$ cat src/rtl/pll_cfg_pkg.sv
// pll_cfg_pkg: FSM states and default ADF-style register set for the PLL serial programmer
package pll_cfg_pkg;
  typedef enum logic [3:0] {
    S_IDLE, S_SEL, S_LOAD, S_SHIFT, S_LATCH, S_GAP, S_WAIT, S_DONE, S_ERR
  } pll_state_e;
  localparam logic [31:0] PLL_DEF_REG0 = 32'h0050_0000;
  localparam logic [31:0] PLL_DEF_REG1 = 32'h0800_8011;
  localparam logic [31:0] PLL_DEF_REG2 = 32'h0000_4E42;
  localparam logic [31:0] PLL_DEF_REG3 = 32'h0000_04B3;
  localparam logic [31:0] PLL_DEF_REG4 = 32'h009C_803C;
  localparam logic [31:0] PLL_DEF_REG5 = 32'h0058_0005;
  localparam logic [191:0] PLL_DEF_WORDS = {PLL_DEF_REG5, PLL_DEF_REG4, PLL_DEF_REG3,
                                            PLL_DEF_REG2, PLL_DEF_REG1, PLL_DEF_REG0};
endpackage

$ cat src/rtl/pll_sclk_gen.sv
// pll_sclk_gen: serial clock divider with rise/fall strobes, held low while disabled
module pll_sclk_gen #(
  parameter int CLK_DIV = 5
) (
  input  logic clk,
  input  logic rstn,
  input  logic en,
  output logic sclk,
  output logic rise,
  output logic fall
);
  localparam int DW = CLK_DIV > 1 ? $clog2(CLK_DIV) : 1;
  logic [DW-1:0] cnt;
  logic tc;
  assign tc   = en && cnt == DW'(CLK_DIV - 1);
  assign rise = tc && !sclk;
  assign fall = tc && sclk;
  always_ff @(posedge clk or negedge rstn) begin
    if (!rstn) begin
      cnt  <= '0;
      sclk <= 1'b0;
    end else begin
      cnt  <= (!en || tc) ? '0 : cnt + 1'b1;
      sclk <= en && (sclk ^ tc);
    end
  end
endmodule

$ cat src/rtl/pll_serial_programmer.sv
// pll_serial_programmer: 3-wire PLL register loader with lock-detect wait and timeout
module pll_serial_programmer
  import pll_cfg_pkg::*;
#(
  parameter int NUM_REGS     = 6,
  parameter int REG_WIDTH    = 32,
  parameter int CLK_DIV      = 5,
  parameter int LE_HOLD      = 1,
  parameter int LOCK_TIMEOUT = 65535,
  parameter bit AUTO_START   = 1'b1
) (
  input  logic                          clk,
  input  logic                          rstn,
  input  logic                          start,
  input  logic [NUM_REGS*REG_WIDTH-1:0] reg_words,
  input  logic [NUM_REGS-1:0]           reg_mask,
  input  logic                          pll_ld,
  output logic                          pll_ce,
  output logic                          pll_clk,
  output logic                          pll_dat,
  output logic                          pll_le,
  output logic                          busy,
  output logic                          done,
  output logic                          lock_err
);
  localparam int IW     = NUM_REGS > 1 ? $clog2(NUM_REGS) : 1;
  localparam int BW     = $clog2(REG_WIDTH);
  localparam int LE_CYC = 2 * CLK_DIV * LE_HOLD;
  localparam int GAP_CYC = 2 * CLK_DIV;
  localparam int CMAX   = LE_CYC > LOCK_TIMEOUT ? LE_CYC : LOCK_TIMEOUT;
  localparam int CW     = $clog2(CMAX + 1);
  pll_state_e                    state;
  logic [NUM_REGS*REG_WIDTH-1:0] words;
  logic [NUM_REGS-1:0]           mask;
  logic [IW-1:0]                 idx;
  logic [REG_WIDTH-1:0]          sh;
  logic [BW-1:0]                 bitcnt;
  logic [CW-1:0]                 cnt;
  logic [2:0]                    ld_s;
  logic                          auto_pend, tail, rise, fall, lock_ok;
  assign pll_ce  = 1'b1;
  assign lock_ok = ld_s[2] & ld_s[1];
  pll_sclk_gen #(.CLK_DIV(CLK_DIV)) u_sclk (
    .clk (clk),
    .rstn(rstn),
    .en  (state == S_SHIFT),
    .sclk(pll_clk),
    .rise(rise),
    .fall(fall)
  );
  always_ff @(posedge clk or negedge rstn) begin
    if (!rstn) begin
      state     <= S_IDLE;
      words     <= '0;
      mask      <= '0;
      idx       <= '0;
      sh        <= '0;
      bitcnt    <= '0;
      cnt       <= '0;
      ld_s      <= '0;
      auto_pend <= AUTO_START;
      tail      <= 1'b0;
      pll_dat   <= 1'b0;
      pll_le    <= 1'b0;
      busy      <= 1'b0;
      done      <= 1'b0;
      lock_err  <= 1'b0;
    end else begin
      auto_pend <= 1'b0;
      ld_s      <= {ld_s[1:0], pll_ld};
      case (state)
        S_IDLE: if (start || auto_pend) begin
          words    <= reg_words;
          mask     <= reg_mask;
          idx      <= IW'(NUM_REGS - 1);
          done     <= 1'b0;
          lock_err <= 1'b0;
          busy     <= 1'b1;
          state    <= S_SEL;
        end
        S_SEL: if (mask[idx]) state <= S_LOAD;
          else if (idx == '0) begin
            cnt   <= '0;
            state <= S_WAIT;
          end else idx <= idx - 1'b1;
        // the selected mask bit is cleared so SEL resumes the scan from the same index
        S_LOAD: begin
          sh        <= words[idx*REG_WIDTH +: REG_WIDTH] << 1;
          pll_dat   <= words[idx*REG_WIDTH + REG_WIDTH - 1];
          mask[idx] <= 1'b0;
          bitcnt    <= BW'(REG_WIDTH - 1);
          tail      <= 1'b0;
          state     <= S_SHIFT;
        end
        // tail marks that bit 0 has been sampled; its falling edge ends the frame
        S_SHIFT: begin
          if (rise && bitcnt == '0) tail <= 1'b1;
          if (fall && tail) begin
            pll_dat <= 1'b0;
            pll_le  <= 1'b1;
            cnt     <= '0;
            state   <= S_LATCH;
          end else if (fall) begin
            bitcnt  <= bitcnt - 1'b1;
            pll_dat <= sh[REG_WIDTH-1];
            sh      <= sh << 1;
          end
        end
        S_LATCH: if (cnt == CW'(LE_CYC - 1)) begin
          pll_le <= 1'b0;
          cnt    <= '0;
          state  <= S_GAP;
        end else cnt <= cnt + 1'b1;
        S_GAP: if (cnt == CW'(GAP_CYC - 1)) state <= S_SEL;
          else cnt <= cnt + 1'b1;
        S_WAIT: if (LOCK_TIMEOUT == 0 || lock_ok) begin
          done  <= 1'b1;
          busy  <= 1'b0;
          state <= S_DONE;
        end else if (cnt == CW'(LOCK_TIMEOUT)) begin
          lock_err <= 1'b1;
          busy     <= 1'b0;
          state    <= S_ERR;
        end else cnt <= cnt + 1'b1;
        default: state <= S_IDLE;
      endcase
    end
  end
endmodule

$ cat config.mk
export PLATFORM = sky130hd
export DESIGN_NAME = pll_serial_programmer
export DESIGN_NICKNAME = d
export VERILOG_FILES = /design/src/rtl/pll_cfg_pkg.sv /design/src/rtl/pll_sclk_gen.sv /design/src/rtl/pll_serial_programmer.sv
export SDC_FILE = /design/constraint.sdc
export NUM_CORES = 1
export LEC_CHECK = 0
export ABC_CLOCK_PERIOD_IN_PS = 7250
export CAP_MARGIN = 0
export CORE_MARGIN = 1
export CORE_UTILIZATION = 57
export DETAILED_ROUTE_END_ITERATION = 10
export DONT_BUFFER_PORTS = 1
export PLACE_DENSITY = 0.81
export SLEW_MARGIN = 10
export SYNTH_ARGS = -nofsm -noshare
export SYNTH_HDL_FRONTEND = slang
export SYNTH_SLANG_ARGS = --single-unit
$ cat constraint.sdc
create_clock -name clk -period 7.25 [get_ports clk]
set_input_delay 0.725 -clock clk [delete_from_list [all_inputs] [get_ports clk]]
set_output_delay 0.725 -clock clk [all_outputs]
set_load 0.1 [all_outputs]
==> qor.csv <==
stage,metric,value,unit
logic_synthesis,post-synthesis cell type with the largest combined area,sky130_fd_sc_hd__dfrtp_1,
layout,final net count,1620,
floorplanning,horizontal extent of the die,152,um
route,remaining routing DRC violations,0,
placement,count of input and output buffers,0,
floorplanning,initial cell density of the core,58.4,%
floorplanning,die span in y,152,um
pwr,Leakage Power,6.98,nW
hold_path,Hold/Removal Path Class,input pin to asynchronous set/reset pin,
global_route,pin count of the biggest net entering global routing,271,
floorplanning,floorplan core area,0.0219,sq mm
layout,area added between synthesis and finish,8.54,%
placement,GP Congestion,0.910,
placement,Area after DPL,0.0129,sq mm
setup_path,startpoint kind of the worst setup timing path,flop,
floorplanning,die footprint,0.0230,sq mm
placement,HPWL Detailed,22.6,mm
logic_synthesis,"Async S/R FF share, synth",100,%
pwr,P per Cell Area,213,mW/mm^2
clocking,H-tree depth,1,
logic_synthesis,flip-flop and latch count after synthesis,271,
logic_synthesis,YS warnings,0,
sta,final sum of negative setup slack,0,ns
clocking,buffer type at the clock tree root,sky130_fd_sc_hd__clkbuf_16,
route,first drt pass iteration count,6,
logic_synthesis,area share of xor/xnor cells in the synthesized design,0.137,%
setup_path,critical path capture point type,flop,
clocking,CTS tree,yes,
setup_path,launch instance of the worst register-to-register path,state[2],
layout,post-route design area,0.0139,sq mm
pwr,combinational fraction of design power,1.2,%
global_route,overall global routing resource usage,30.1,%
logic_synthesis,most instantiated flip-flop cell in the synthesis netlist,sky130_fd_sc_hd__dfrtp_1,
setup_path,slowest cell on the critical path,sky130_fd_sc_hd__nor4_4,
outcome,result of the run,completed,
setup_path,cell family contributing the most delay on the critical path,simple AND/OR/NAND/NOR gates,
logic_synthesis,number of enable-type register cells in the synthesized netlist,0,
clocking,total of cells resized after clock tree synthesis,0,
pwr,switching power as a share of total power,21.2,%
global_route,wire length of the first global-routing pass,53.2,mm
layout,antenna diode count,0,
placement,DP Cell Count,1655,
setup_path,Critical Path Fanout Max,39,
floorplanning,number of I/O pins,209,
logic_synthesis,"Seq/Total Area, Yosys",53.0,%
sta,final setup fails,0,
route,number of antenna-violating nets in the routed design,0,
sta,final hold viol count,0,
logic_synthesis,adder-cell area share of the yosys netlist,0.880,%
setup_path,type of the worst setup path,flop to flop,
sta,slew of the pin with the lowest slew margin,0.988,ns
setup_path,"setup slack, reg-to-reg",3.48,ns
sta,relative slew slack,34.1,%
setup_path,largest stage delay on the critical path,0.81,ns
logic_synthesis,synthesized area per cell,8.77,sq um
pwr,share of power burned in registers,51.3,%
route,vias post-DR,10383,
job,max-cap viol count,0,
clocking,clock latency on the worst-skew pair,0.56,ns
sta,setup clock skew after layout,0.0107,ns
layout,final cell count without fillers,1708,
logic_synthesis,count of mapped cells out of synthesis,1459,
logic_synthesis,simple logic cell fraction of the synthesized area,24.8,%
logic_synthesis,leading cell types by total area after synthesis,"sky130_fd_sc_hd__dfrtp_1 (53%), sky130_fd_sc_hd__nand2_1 (19%), sky130_fd_sc_hd__mux2_2 (3.3%), sky130_fd_sc_hd__clkbuf_1 (2.6%), sky130_fd_sc_hd__mux2i_1 (2.3%)",
logic_synthesis,Netlist Area Pre-Place,0.0128,sq mm
logic_synthesis,post-synth cell types,63,
setup_path,Reg-to-Reg End,cnt[0],
sta,Achievable Freq,265,MHz
layout,layout cells sized above 1,8.61,%
sta,setup repair after global routing missed its margin,no,
global_route,global route total overflow,0,
route,Vias per Instance,6.08,
sta,period utilization,52.0,%
clocking,number of buffers on the longest clock path,3,
clocking,sinks on the clock net,271,
logic_synthesis,mux share of post-synthesis cell area,5.82,%
global_route,antenna violations before repair,0,
floorplanning,Site Rows,54,
layout,highest-count cells in the layout ignoring fill and taps,"sky130_fd_sc_hd__nand2_1 (655), sky130_fd_sc_hd__dfrtp_1 (268), sky130_fd_sc_hd__nor2_1 (46), sky130_fd_sc_hd__o21ai_0 (41), sky130_fd_sc_hd__mux2_2 (37)",
setup_path,depth of the most critical reg-to-reg path,9,
logic_synthesis,post-synth net total,1670,
logic_synthesis,dominant combinational cell family by area after synthesis,simple AND/OR/NAND/NOR gates,
setup_path,Worst Path Arrival,4.15,ns
pwr,clock network fraction of total power,47.5,%
route,iteration-0 DRC count of the detailed router,1214,
sta,fin. max-slew vios,0,
clocking,clock-pin slew reported for the worst setup and hold paths after clock tree synthesis,0.06,ns
route,average wire per standard cell,19.7,um
pwr,switching component of the power,627,uW
layout,"most common cell after layout, fill and taps aside",sky130_fd_sc_hd__nand2_1,
pwr,largest vdd supply drop,0.182,mV
global_route,vias in the first global route,10071,
setup_path,ordered cell list for the critical path,"nand4bb_2, buf_4, nor2_1, ha_1, and4b_1, o21ai_0, a21o_1, nor4_4, mux2i_1",
clocking,CTS buffer count,29,
sta,crit path time final,3.77,ns
pwr,cell-internal power,2.33,mW
setup_path,total buffers and inverters traversed by the critical path,1,
route,Final Routed Wirelength,33.7,mm
logic_synthesis,compound-cell area share of the yosys netlist,11.5,%
logic_synthesis,top cell type's share of synthesized area,52.8,%
setup_path,CP required,7.62,ns
[power groups by stage]
stage	clock network, mW	logic [mW]	registers, mW
6_report	1.40	0.0361	1.52
2_1_floorplan	0	0.00444	1.54
4_1_cts	1.42	0.0355	1.52
3_5_place_dp	0	0.00433	1.54
5_1_grt	1.47	0.0422	1.51
3_3_place_gp	0	0.00434	1.54
[stage by stage]
stage               hold slack [ns]  total power, mW  utilization [%]  worst slack, ns
floorplan                     0.331             1.55                -             4.41
global placement              0.336             1.55             59.1             3.69
detailed placement            0.341             1.55             59.1             3.48
CTS                         0.00382             2.97             63.2             3.48
global route                  0.134             3.03             63.4             3.26
finish                       0.0940             2.96             63.4             3.48
[worst max path at each step]
stage,from,to,slack (ns),cells past startpoint
after floorplan,state[3],sh[12],4.41,11
after global placement,state[2],cnt[3],3.69,9
after detailed placement,state[2],cnt[4],3.48,9
after CTS,state[2],cnt[15],3.48,9
after global routing,state[2],cnt[0],3.26,9
final,state[2],cnt[0],3.48,9
[cells in the mapped netlist (2+ instances only)]
| library cell | n |
|---|---|
| sky130_fd_sc_hd__nor3b_1 | 12 |
| sky130_fd_sc_hd__mux2i_1 | 29 |
| sky130_fd_sc_hd__o21ai_1 | 3 |
| sky130_fd_sc_hd__nor4b_1 | 3 |
| sky130_fd_sc_hd__o211a_1 | 2 |
| sky130_fd_sc_hd__a22o_1 | 3 |
| sky130_fd_sc_hd__o21ai_0 | 42 |
| sky130_fd_sc_hd__nor2_1 | 47 |
| sky130_fd_sc_hd__a21oi_1 | 33 |
| sky130_fd_sc_hd__nor2b_1 | 4 |
| sky130_fd_sc_hd__nor3_1 | 14 |
| sky130_fd_sc_hd__nand2_1 | 655 |
| sky130_fd_sc_hd__and3_1 | 5 |
| sky130_fd_sc_hd__o311ai_0 | 4 |
| sky130_fd_sc_hd__nand3_1 | 14 |
| sky130_fd_sc_hd__buf_6 | 2 |
| sky130_fd_sc_hd__inv_1 | 26 |
| sky130_fd_sc_hd__and4_1 | 4 |
| sky130_fd_sc_hd__dfrtp_1 | 270 |
| sky130_fd_sc_hd__o31ai_1 | 8 |
| sky130_fd_sc_hd__o22ai_1 | 2 |
| sky130_fd_sc_hd__o211ai_1 | 3 |
| sky130_fd_sc_hd__a221o_1 | 4 |
| sky130_fd_sc_hd__nor4_1 | 5 |
| sky130_fd_sc_hd__a22oi_1 | 30 |
| sky130_fd_sc_hd__conb_1 | 2 |
| sky130_fd_sc_hd__xnor2_1 | 2 |
| sky130_fd_sc_hd__o221ai_2 | 8 |
| sky130_fd_sc_hd__o2111ai_1 | 5 |
| sky130_fd_sc_hd__o41ai_1 | 2 |
| sky130_fd_sc_hd__ha_1 | 9 |
| sky130_fd_sc_hd__a221oi_1 | 14 |
| sky130_fd_sc_hd__clkbuf_1 | 89 |
| sky130_fd_sc_hd__nand2b_1 | 6 |
| sky130_fd_sc_hd__a21o_1 | 2 |
| sky130_fd_sc_hd__buf_1 | 5 |
| sky130_fd_sc_hd__o221ai_1 | 18 |
| sky130_fd_sc_hd__a31oi_1 | 4 |
| sky130_fd_sc_hd__o221a_2 | 6 |
| sky130_fd_sc_hd__nand4_1 | 4 |
| sky130_fd_sc_hd__mux2_2 | 37 |
[timing repair]
action / 4_1_cts / 5_1_grt
endpoints found under the hold margin: 270 / 1
buffers inserted: 0 / 0
hold buffers: 1 / 1
setup endpoints to repair: 0 / 0
[flip-flops by register name, indices dropped and copies added (netlist names), 3 cells and up]
register    count
ld_s            3
bitcnt          5
u_sclk.cnt      3
sh             31
idx             3
mask            6
cnt            16
state           4
words         192
[logic make-up after synthesis]
kind of cell | count (synthesis)
AO/OA/AOI/OAI | 201
other | 2
adder cells (fa/ha/maj) | 9
buffers and inverters | 124
AND/OR/NAND/NOR | 782
flip-flops | 271
multiplexers | 68
XOR/XNOR | 2
[routing by layer]
metal  up-vias  part of all wire [%]  GRT usage [%]
met5         -                     0              0
met4         0                   4.3           12.1
met3        95                    10           6.59
met2       498                    44           45.5
met1      5037                    42           42.2
li1       4753                     -              -
[final cells by class]
class	instances	area [sq um]
Fill cell	1767	8010
Timing Repair Buffer	17	183
Tap cell	280	350
Sequential cell	271	6790
Multi-Input combinational cell	1064	5580
Inverter	26	97.6
Clock buffer	43	818
Clock inverter	7	67.6
No activity file was read; power rests on OpenSTA's default activity.
